--- src/rtl/push_counter_pkg.sv ---
// Shared game definitions: speed-round state encoding and the default press-counter width.
package push_counter_pkg;

  typedef enum logic [0:0] {
    ST_IDLE  = 1'b0,
    ST_ROUND = 1'b1
  } state_t;

  // Also used by the display logic to size its score fields.
  localparam int unsigned CNT_W_DEFAULT = 8;

endpackage

--- src/rtl/rise_detect.sv ---
// Single-bit 0->1 edge detector; the history register tracks the input in every state.
module rise_detect (
  input  logic clk,
  input  logic rst,
  input  logic d,
  output logic rise
);

  logic d_q;

  always_ff @(posedge clk) begin
    if (!rst) d_q <= 1'b0;
    else      d_q <= d;
  end

  assign rise = d & ~d_q;

endmodule

--- src/rtl/push_counter.sv ---
// Speed-round press tally: counts left/right button presses and reports tie / right-ahead.
module push_counter
  import push_counter_pkg::*;
#(
  parameter int unsigned CNT_W = CNT_W_DEFAULT
) (
  input  logic clk,
  input  logic rst,
  input  logic pbl,
  input  logic pbr,
  input  logic speedRound,
  input  logic speedExit,
  output logic speed_tie,
  output logic speed_right
);

  state_t           state, state_next;
  logic             press_l, press_r;
  logic [CNT_W-1:0] cnt_l, cnt_r;
  logic             start, counting;

  rise_detect u_rise_l (.clk(clk), .rst(rst), .d(pbl), .rise(press_l));
  rise_detect u_rise_r (.clk(clk), .rst(rst), .d(pbr), .rise(press_r));

  always_ff @(posedge clk) begin
    if (!rst) state <= ST_IDLE;
    else      state <= state_next;
  end

  always_comb begin
    state_next = state;
    start      = 1'b0;
    counting   = 1'b0;
    case (state)
      ST_IDLE: begin
        if (speedRound && !speedExit) begin
          state_next = ST_ROUND;
          start      = 1'b1;
        end
      end
      ST_ROUND: begin
        if (speedExit) state_next = ST_IDLE;
        else           counting   = 1'b1;
      end
      default: state_next = ST_IDLE;
    endcase
  end

  // Saturating counters: a press at full scale is dropped rather than wrapping.
  always_ff @(posedge clk) begin
    if (!rst) begin
      cnt_l <= '0;
      cnt_r <= '0;
    end else if (start) begin
      cnt_l <= '0;
      cnt_r <= '0;
    end else if (counting) begin
      if (press_l && cnt_l != '1) cnt_l <= cnt_l + CNT_W'(1);
      if (press_r && cnt_r != '1) cnt_r <= cnt_r + CNT_W'(1);
    end
  end

  // Outputs also update on the exit cycle, freezing the result seen at that edge.
  always_ff @(posedge clk) begin
    if (!rst) begin
      speed_tie   <= 1'b0;
      speed_right <= 1'b0;
    end else if (state == ST_ROUND) begin
      speed_tie   <= (cnt_l == cnt_r);
      speed_right <= (cnt_r > cnt_l);
    end
  end

endmodule

--- config.mk ---
export PLATFORM = sky130hd
export DESIGN_NAME = push_counter
export DESIGN_NICKNAME = d
export VERILOG_FILES = /design/src/rtl/push_counter_pkg.sv /design/src/rtl/rise_detect.sv /design/src/rtl/push_counter.sv
export SDC_FILE = /design/constraint.sdc
export NUM_CORES = 1
export LEC_CHECK = 0
export ABC_CLOCK_PERIOD_IN_PS = 3800
export CAP_MARGIN = 20
export CORE_MARGIN = 3
export CORE_UTILIZATION = 50
export CTS_CLUSTER_SIZE = 25
export DETAILED_ROUTE_END_ITERATION = 12
export GPL_TIMING_DRIVEN = 0
export PLACE_DENSITY_LB_ADDON = 0.25
export SYNTH_ARGS = -nofsm -noshare
export SYNTH_HDL_FRONTEND = slang
export SYNTH_SLANG_ARGS = --single-unit
--- constraint.sdc ---
create_clock -name clk -period 3.8 [get_ports clk]
set_clock_uncertainty 0.15 [all_clocks]
set_input_delay 0.76 -clock clk [delete_from_list [all_inputs] [get_ports clk]]
set_output_delay 0.76 -clock clk [all_outputs]
set_load 0.02 [all_outputs]
==> summary.txt <==
Timing
  • Count of final hold-check violations: 0
  • Unrepaired setup endpoints after global routing: false
  • Final setup violation count: 0
  • Final Max Tran Viols: 0
  • Worst slew margin: 54.6%
  • Final Critical Period: 2.23 ns
  • Setup TNS: 0 ns
  • Tcrit/Tclk final: 58.7%
  • FMAX: 448 MHz
  • Worst Tran Pin Value: 0.677 ns

Die
  • Core ar.: 2060 um2
  • Die width: 53.7 um
  • Die H: 53.7 um
  • Ports: 8
  • Num rows: 16
  • Initial Utilization: 55.3%
  • Die footprint: 2890 um2

Logic synthesis
  • Number of warnings issued by yosys: 0
  • Largest area contributor in the netlist: dfxtp_1
  • Synth cell types: 31
  • Syn nets: 139
  • Synth Area per Inst: 9.27 um2
  • Post-Synthesis Cells: 123
  • Sequential area share after synthesis: 36.9%
  • Cell Area, Synth: 1140 um2
  • Register bit count reported by yosys: 21
  • Synth top area share: 36.9%
  • Synth area leaders: dfxtp_1 37%, ha_1 11%, nor2_1 4.9%

Min path
  • Hold path cells: 2
  • Endpoint of the worst hold path: speed_tie
  • Hold Crit Class: reg2reg
  • Hold path start: speed_tie

Global route
  • Top Usage Layer GRT: met2
  • Met2 GRT Util: 30.0%
  • GRT Resource Usage Total: 19.0%
  • Initial antenna violation count: 0
  • Total grt overflow: 0
  • M3 GR Usage: 5.82%
  • Met1 usage: 24.4%
  • Vias in the first global route: 874
  • Largest net degree at the start of global routing: 12
  • First-pass GRT wire length: 3910 um

Setup path
  • R2R Setup Slk: 2.07 ns
  • Critical path type: in2reg
  • CP arrival: 2.29 ns
  • CP required: 3.86 ns
  • Cells on worst reg2reg path: 5
  • Worst-path fanout max: 5
  • Worst r2r src: cnt_l[0]
  • Crit path capture type: flop
  • Critical R2R Capture: cnt_l[5]
  • Startpoint class of the critical path: input port

Clocking
  • Worst-Skew Late Latency: 0.31 ns
  • CTS root buffer: clkbuf_4
  • CTS tree: done
  • Post_cts resized: 0
  • Clk buf depth: 2
  • CTS sink count: 21
  • Postcts setup bufs: 0
  • TritonCTS buffer count: 3
  • Clk slew on worst S/H paths: 0.11 ns
  • H-tree lvl count: 1
  • Cts hold-fix bufs: 0

Job
  • Max Cap Viol: 0

Pwr
  • Leak: 0.513 nW
  • Pwr per Cell Area: 285 nW/um2
  • VDD IR max: 0.253 mV
  • Overall power: 0.362 mW

Status
  • Status: complete, no violations

Drt
  • Total routed wirelength: 2230 um
  • Initial drt markers: 10
  • DR vias/cell: 5.45
  • Final routed DRC violation total: 0
  • WL/cell: 13.9 um
  • Pre-antenna DRT Iters: 4
  • Antenna Violating Nets Remaining: 0
  • Vias: 877

Layout
  • Diode count: 0
  • Area Growth Syn to Fin: 11.4%
  • Final nets: 151
  • Share of post-route cells with drive strength above 1: 8.96%

Placed design
  • Input/output buffers: 7
  • Post-DP HPWL: 1720 um
  • RD Place Congestion: 0.673
-- sequential cells by signal, indices dropped and copies added, names as in the netlist --
register and count:
cnt_l 8, cnt_r 8, speed_right 1, speed_tie 1, state 1, u_rise_l.d_q 1, u_rise_r.d_q 1
-- metrics by stage --
stage	std cells	cell area [um2]	hold slack, ns	setup slack (ns)	util [%]
floorplan	123	1140	0.325	1.84	-
global placement	157	1240	0.332	1.22	60.3
detailed placement	157	1240	0.340	1.23	60.3
CTS	161	1270	0.376	1.58	61.6
global route	161	1270	0.431	1.48	61.6
finish	161	1270	0.375	1.57	61.6
-- cells by family after synthesis --
| logic type | Yosys count | share of synthesized area, % |
|---|---|---|
| muxes | 4 | 3.62 |
| AOI/OAI and AO/OA | 24 | 15.5 |
| xor gates and xnor gates | 9 | 6.91 |
| adders and majority gates | 10 | 11.0 |
| and+or+nand+nor | 43 | 22.1 |
| buffers and inverters | 12 | 4.06 |
| DFF | 21 | 36.9 |
-- final cells by class --
cell class / instances / area (um2)
Fill cell: 190 / 792
Buffer: 1 / 5.00
Timing Repair Buffer: 7 / 70.1
Multi-Input combinational cell: 90 / 673
Sequential cell: 21 / 420
Inverter: 11 / 41.3
Tap cell: 27 / 33.8
Clock buffer: 4 / 26.3
-- cell usage in the layout, fill, tap and decap left out, types with 2 or more instances in the layout --
cell type        Yosys  routed
nand3_1              4       4
a21oi_1              6       6
ha_1                10      10
a211oi_1             2       2
nand2_1              3       3
o211ai_1             4       4
and4bb_4             2       2
xor2_1               5       5
clkdlybuf4s50_1      0       7
nor2_1              15      15
nand4_2              2       2
nand4_1              3       3
nor3_1               2       2
and3_1               4       4
dfxtp_1             21      21
and2_1               3       3
mux2i_1              3       3
clkbuf_4             0       3
or3_1                3       3
o2111ai_1            2       2
inv_1               11      11
o21ai_0              4       4
xnor2_1              4       4
-- report_power, final --
group	switching, mW	internal (mW)
logic	0.0130	0.0123
registers	0.00226	0.223
clock network	0.0697	0.0411
total	0.0849	0.277
-- worst max-delay path, stage by stage --
cell             delay, ns
clkdlybuf4s50_1       0.48
and4bb_4              0.38
o211ai_1              0.15
nor3_1                0.18
mux2_2                0.35
-- worst max path at each step --
stage | from | to | slack [ns] | cells past startpoint
final | speedExit | cnt_l[5] | 1.57 | 5
after global routing | speedExit | cnt_r[2] | 1.48 | 4
after CTS | speedExit | cnt_r[0] | 1.58 | 4
after detailed placement | speedExit | cnt_l[5] | 1.23 | 5
after global placement | speedExit | cnt_r[3] | 1.22 | 4
after floorplan | speedExit | cnt_l[5] | 1.84 | 4
-- synthesized netlist by cell type --
cell type / count
nor3_1: 2
a21oi_1: 6
ha_1: 10
o211ai_1: 4
nor2b_1: 1
nand4_1: 3
nor2_1: 15
mux2i_1: 3
a211oi_1: 2
a21o_1: 1
a221oi_1: 1
nand4_2: 2
o21ai_2: 1
nand2_1: 3
xor2_1: 5
o21ai_1: 1
and3_1: 4
o31ai_2: 1
dfxtp_1: 21
o2111ai_1: 2
buf_2: 1
o211ai_4: 1
o21ai_0: 4
and4bb_4: 2
or3_1: 3
mux2_2: 1
nand4b_1: 1
inv_1: 11
and2_1: 3
xnor2_1: 4
nand3_1: 4
-- per-layer routing --
| layer | up-vias | part of all wire (%) |
|---|---|---|
| met5 | - | 0 |
| met2 | 6 | 47 |
| met3 | 5 | 2.3 |
| met1 | 399 | 50 |
| li1 | 467 | - |
| met4 | 0 | 1.1 |
Power figures use the tool's default switching activity.
